`src/rtl/n64_ioctl_pkg.sv`:
```
// rtl/n64_ioctl_pkg.sv - shared types and defaults for the hps_io ioctl upload/download helpers
package n64_ioctl_pkg;

  typedef enum logic [1:0] {
    ST_IDLE = 2'd0,
    ST_REQ  = 2'd1,
    ST_WAIT = 2'd2
  } rd_state_e;

  localparam logic HALF_LO = 1'b0;
  localparam logic HALF_HI = 1'b1;

  localparam logic [5:0] CART_INDEX_DEFAULT = 6'd1;
  localparam logic [5:0] SAVE_INDEX_DEFAULT = 6'd2;

  // Same lane order as the download packer: even halfword in the low lane.
  function automatic logic [15:0] select_half(input logic [31:0] word, input logic hi);
    return (hi == HALF_HI) ? word[31:16] : word[15:0];
  endfunction

endpackage

```
`src/rtl/ioctl_upload_reader.sv`:
```
// rtl/ioctl_upload_reader.sv - serves hps_io upload reads from a one-word SDRAM cache
// Demand misses stall the HPS; serving an upper half prefetches the next word in the background.
module ioctl_upload_reader
  import n64_ioctl_pkg::*;
#(
  parameter logic [26:0] BASE_ADDR    = 27'd0,
  parameter logic [5:0]  UPLOAD_INDEX = SAVE_INDEX_DEFAULT,
  parameter bit          PREFETCH     = 1'b1
) (
  input  logic        clk1x,
  input  logic        reset_n,
  input  logic        ioctl_upload,
  input  logic [7:0]  ioctl_index,
  input  logic        ioctl_rd,
  input  logic [26:0] ioctl_addr,
  output logic [15:0] ioctl_din,
  output logic        ioctl_wait,
  output logic [26:0] sdr_addr,
  output logic        sdr_req,
  output logic        sdr_rnw,
  input  logic [31:0] sdr_dout,
  input  logic        sdr_ready,
  output logic        active
);

  rd_state_e   state_q, state_d;
  logic        active_q, active_d;
  logic        valid_q, valid_d;
  logic [24:0] tag_q, tag_d;
  logic [31:0] word_q, word_d;
  logic [24:0] fetch_tag_q, fetch_tag_d;
  logic        demand_q, demand_d;
  logic        pend_q, pend_d;
  logic [26:1] pend_addr_q, pend_addr_d;
  logic        discard_q, discard_d;
  logic [15:0] din_q, din_d;
  logic        wait_q, wait_d;
  logic        req_q, req_d;
  logic [26:0] sdr_addr_q, sdr_addr_d;

  logic        rd_take;
  logic        eff_pend;
  logic [26:1] eff_addr;
  logic        unused_bits;

  assign unused_bits = ^{ioctl_index[7:6], ioctl_addr[0]};

  // A strobe is only honoured while the session is live on both sides of the edge.
  assign rd_take  = ioctl_rd && active_q && active_d && !wait_q;
  assign eff_pend = pend_q || rd_take;
  assign eff_addr = rd_take ? ioctl_addr[26:1] : pend_addr_q;

  always_comb begin
    active_d    = ioctl_upload && (ioctl_index[5:0] == UPLOAD_INDEX);
    state_d     = state_q;
    valid_d     = valid_q;
    tag_d       = tag_q;
    word_d      = word_q;
    fetch_tag_d = fetch_tag_q;
    demand_d    = demand_q;
    pend_d      = pend_q;
    pend_addr_d = pend_addr_q;
    discard_d   = discard_q;
    din_d       = din_q;
    wait_d      = wait_q;
    req_d       = 1'b0;
    sdr_addr_d  = sdr_addr_q;

    unique case (state_q)
      ST_IDLE: begin
        if (rd_take) begin
          if (valid_q && (tag_q == ioctl_addr[26:2])) begin
            din_d = select_half(word_q, ioctl_addr[1]);
            if (PREFETCH && (ioctl_addr[1] == HALF_HI)) begin
              state_d     = ST_REQ;
              demand_d    = 1'b0;
              fetch_tag_d = tag_q + 25'd1;
            end
          end else begin
            state_d     = ST_REQ;
            demand_d    = 1'b1;
            fetch_tag_d = ioctl_addr[26:2];
            pend_d      = 1'b1;
            pend_addr_d = ioctl_addr[26:1];
            wait_d      = 1'b1;
          end
        end
      end
      ST_REQ: begin
        req_d      = 1'b1;
        sdr_addr_d = BASE_ADDR + {fetch_tag_q, 2'b00};
        state_d    = ST_WAIT;
        if (rd_take) begin
          pend_d      = 1'b1;
          pend_addr_d = ioctl_addr[26:1];
          wait_d      = 1'b1;
        end
      end
      ST_WAIT: begin
        if (rd_take) begin
          pend_d      = 1'b1;
          pend_addr_d = ioctl_addr[26:1];
          wait_d      = 1'b1;
        end
        if (sdr_ready) begin
          discard_d = 1'b0;
          state_d   = ST_IDLE;
          pend_d    = 1'b0;
          if (!discard_q) begin
            tag_d   = fetch_tag_q;
            word_d  = sdr_dout;
            valid_d = 1'b1;
          end
          // The held read is re-judged against the word that just arrived.
          if (eff_pend) begin
            if (!discard_q && (fetch_tag_q == eff_addr[26:2])) begin
              din_d  = select_half(sdr_dout, eff_addr[1]);
              wait_d = 1'b0;
            end else begin
              state_d     = ST_REQ;
              demand_d    = 1'b1;
              fetch_tag_d = eff_addr[26:2];
              pend_d      = 1'b1;
              pend_addr_d = eff_addr;
              wait_d      = 1'b1;
            end
          end
        end
      end
      default: state_d = ST_IDLE;
    endcase

    // Session end: release the HPS at once; an issued access must still drain.
    if (!active_d) begin
      valid_d = 1'b0;
      pend_d  = 1'b0;
      wait_d  = 1'b0;
      din_d   = din_q;
      if (state_q == ST_REQ) begin
        state_d    = ST_IDLE;
        req_d      = 1'b0;
        sdr_addr_d = sdr_addr_q;
      end else if (state_q == ST_WAIT) begin
        state_d   = sdr_ready ? ST_IDLE : ST_WAIT;
        discard_d = !sdr_ready;
      end
    end else if (!active_q) begin
      valid_d = 1'b0;
    end
  end

  always_ff @(posedge clk1x or negedge reset_n) begin
    if (!reset_n) begin
      state_q     <= ST_IDLE;
      active_q    <= 1'b0;
      valid_q     <= 1'b0;
      tag_q       <= '0;
      word_q      <= '0;
      fetch_tag_q <= '0;
      demand_q    <= 1'b0;
      pend_q      <= 1'b0;
      pend_addr_q <= '0;
      discard_q   <= 1'b0;
      din_q       <= '0;
      wait_q      <= 1'b0;
      req_q       <= 1'b0;
      sdr_addr_q  <= '0;
    end else begin
      state_q     <= state_d;
      active_q    <= active_d;
      valid_q     <= valid_d;
      tag_q       <= tag_d;
      word_q      <= word_d;
      fetch_tag_q <= fetch_tag_d;
      demand_q    <= demand_d;
      pend_q      <= pend_d;
      pend_addr_q <= pend_addr_d;
      discard_q   <= discard_d;
      din_q       <= din_d;
      wait_q      <= wait_d;
      req_q       <= req_d;
      sdr_addr_q  <= sdr_addr_d;
    end
  end

  assign ioctl_din  = din_q;
  assign ioctl_wait = wait_q;
  assign sdr_addr   = sdr_addr_q;
  assign sdr_req    = req_q;
  assign sdr_rnw    = 1'b1;
  assign active     = active_q;

endmodule

```
`config.mk`:
```
export PLATFORM = sky130hd
export DESIGN_NAME = ioctl_upload_reader
export DESIGN_NICKNAME = d
export VERILOG_FILES = /design/src/rtl/n64_ioctl_pkg.sv /design/src/rtl/ioctl_upload_reader.sv
export SDC_FILE = /design/constraint.sdc
export NUM_CORES = 1
export LEC_CHECK = 0
export CORE_MARGIN = 4
export CORE_UTILIZATION = 35
export CTS_CLUSTER_DIAMETER = 120
export DETAILED_ROUTE_END_ITERATION = 8
export GPL_TIMING_DRIVEN = 0
export PLACE_DENSITY_LB_ADDON = 0.15
export SLEW_MARGIN = 20
export SYNTH_ARGS = -nofsm -noshare
export SYNTH_HDL_FRONTEND = slang
export SYNTH_SLANG_ARGS = --single-unit
```
`constraint.sdc`:
```
create_clock -name clk1x -period 4.5 [get_ports clk1x]
set_input_delay 0.9 -clock clk1x [delete_from_list [all_inputs] [get_ports clk1x]]
set_output_delay 0.9 -clock clk1x [all_outputs]
set_load 0.03 [all_outputs]
```
==> impl_metrics.ini <==
[critical_path]
reg2reg_to = fetch_tag_q[4]
rr_startpoint = tag_q[12]
cp.arrival_ns = 4.63
crit_path_start_kind = input pin
required_ns = 4.83
reg2reg_setup_slack_ns = 0.78
r2r_cells = 8
cp_max_fo = 10
end_kind = flop
path_class = input pin to flop

[drt]
wl_per_cell_um = 23.5
avgViaCountPerCell = 5.81
drt_iter0_markers = 617
wl_um = 32500
drtPass1Iterations = 5
antenna_left = 0
via_count = 8032
drc_errors = 0

[final_layout]
final_cell_area_um2 = 11600
antenna_cells = 0
most-common-layout-cells = dfrtp_1 (157), clkdlybuf4s50_1 (110), mux2_2 (108)
nets = 1112
ff_latch_area_um2 = 3930
areaGrowthSynthToFinish_pct = 22.7
layout-drive-gt1-share_pct = 17.7
layout.cells.most_common = dfrtp_1
multi_input_area_um2 = 5080
n_fill_cell = 2559

[clock_network]
numCtsBuffers = 17
cts_max_path_buffers = 2
clkSinkCount = 157
clkLatencyLatePin_ns = 0.45
clk_pin_slew_ns = 0.07
cts_tree = yes
postCtsHoldBufs = 0
cts_max_level = 4
root_buffer = clkbuf_16
cts_setup_buffers = 0
ctsResizeCount = 0

[timing]
finalSetupViolations = 0
drv_slew = 0
period_share_pct = 95.6
rsz0062_at_grt = false
hold_ws_ns = 0.409
max-slew-margin-rel_pct = 34.3
finClkSkew_ns = 0.0140
layout_setup_ws_ns = 0.200
worstMarginPinSlew_ns = 0.985
hold_viol = 0
min_period_ns = 4.30
fmax_mhz = 233

[die]
core.rowCount = 59
die_w_um = 172
dieArea_um2 = 29700
pin_count = 119
die_y_um = 172
initial_core_util_pct = 35.9
core_um2 = 26300

[pwr]
p_per_area_nw_per_um2 = 344
power_leakage_nw = 4.80
finalPower_mw = 3.98
irDropWorstVdd_uv = 199

[synth]
synth_cells = 903
netlist_area_um2 = 9450
syn_avg_cell_area_um2 = 10.5
synth-main-ff-cell = dfrtp_1
synth_cell_type_count = 77
synth_top_cell_area_share_pct = 41.6
ys_seq_area_share_pct = 41.6
ys_warn_count = 0
async_flop_share_pct = 100
synth_seq_cells = 157
synth_top_area_cell = dfrtp_1
synth_edf_count = 0
synth.area.top_cells = dfrtp_1 (42%), mux2_2 (13%), mux2i_1 (4.7%)

[grt]
grt_max_degree = 88
grt_pass1_wl_um = 49500
groute.usage.overall_pct = 22.0
grt-ovfl-total = 0
antenna_found_initial = 0
first_global_vias = 8124

[run]
cap_viol_max_count = 0

[place]
portBuffers = 111
hpwl_um = 23800
gp_congestion = 0.946
place_ws_ns = -0.122
placed_area_um2 = 11000

[run_status]
status = finished, final reports clean

[hold_path]
hp-class = input pin to async pin
==> synth_stat cells, types with 6 or more instances <==
| cell type | instances |
|---|---|
| xor2_1 | 16 |
| nand3_1 | 12 |
| nor2b_1 | 10 |
| o22ai_1 | 9 |
| a31oi_1 | 20 |
| o31ai_1 | 23 |
| clkbuf_1 | 41 |
| dfrtp_1 | 157 |
| buf_2 | 7 |
| nor3_1 | 19 |
| inv_1 | 27 |
| o211ai_1 | 21 |
| nand4_1 | 13 |
| o2bb2ai_1 | 16 |
| a41oi_1 | 6 |
| nor2_1 | 22 |
| nand2_1 | 72 |
| mux2i_1 | 44 |
| buf_4 | 11 |
| nand2b_1 | 7 |
| mux2_2 | 108 |
| a2111oi_0 | 18 |
| a311o_1 | 16 |
| o21ai_0 | 39 |
| a21oi_1 | 21 |
| xnor2_1 | 48 |
==> worst max-delay path by stage <==
| stage | depth (start not counted) | to | slack (ns) | start |
|---|---|---|---|---|
| after floorplan | 9 | ioctl_din[10] | 1.39 | ioctl_index[4] |
| after global placement | 1 | word_q[9] | -4.43 | reset_n |
| after detailed placement | 9 | ioctl_din[5] | -0.12 | ioctl_addr[18] |
| after CTS | 9 | fetch_tag_q[4] | 0.29 | ioctl_addr[18] |
| after global routing | 8 | fetch_tag_q[21] | 0.14 | ioctl_addr[18] |
| final | 9 | fetch_tag_q[4] | 0.20 | ioctl_addr[14] |
==> power breakdown <==
| part | internal (mW) | switching (mW) |
|---|---|---|
| logic | 0.343 | 0.519 |
| registers | 1.57 | 0.0960 |
| clock network | 0.737 | 0.719 |
| total | 2.65 | 1.33 |
==> worst max-delay path, stage by stage <==
cell and delay, ns:
clkdlybuf4s50_1 0.51, xnor2_1 0.37, nand4_1 0.38, nor4_2 0.74, nand2_2 0.34, clkbuf_1 0.51
mux2i_1 0.41, o31ai_1 0.10, a311o_1 0.35
==> logic make-up (layout without fill, tap and decap cells) <==
kind of cell,count (synthesis),in the layout,share of synthesized area (%)
other,2,3,0.0795
adder cells (fa/ha/maj),5,5,0.662
AO/OA/AOI/OAI,234,234,18.6
multiplexers,153,153,17.7
XOR/XNOR,64,64,5.93
flip-flops,157,157,41.6
AND/OR/NAND/NOR,191,191,10.8
buffers and inverters,97,241,4.70
==> state kept, by name, indices dropped and copies added, names as in the netlist, named ones only <==
register and flops:
ioctl_wait 1, sdr_req 1, active 1, pend_q 1
state_q 2, ioctl_din 16, valid_q 1, tag_q 25
word_q 32, pend_addr_q 26, sdr_addr 25, fetch_tag_q 25
==> layout make-up <==
cell class	count	share of cell area (%)
plain buffers	68	2.89
clock buffers	17	3.67
clock inverters	15	1.30
inverters	29	0.939
multi-input cells	650	43.8
flip-flops and latches	157	33.9
well taps	335	3.62
repair buffers	112	9.87
==> layer usage <==
layer	routed length (um)	share of wire [%]	vias to the layer above	global-route usage [%]
met2	15300	47	302	35.5
met4	705	2.2	0	7.25
met1	14600	45	4015	30.2
met3	1940	6.0	43	3.89
met5	0	0	-	0
li1	-	-	3672	-
==> stage by stage <==
stage	util, %	TNS (ns)	instances
final	44.1	0	1383
after global routing	44.1	0	1383
after CTS	44.1	0	1383
after detailed placement	41.9	-2.46	1351
after global placement	41.8	-695.07	1350
after floorplan	-	0	904
(Power assumes the default switching activity.)
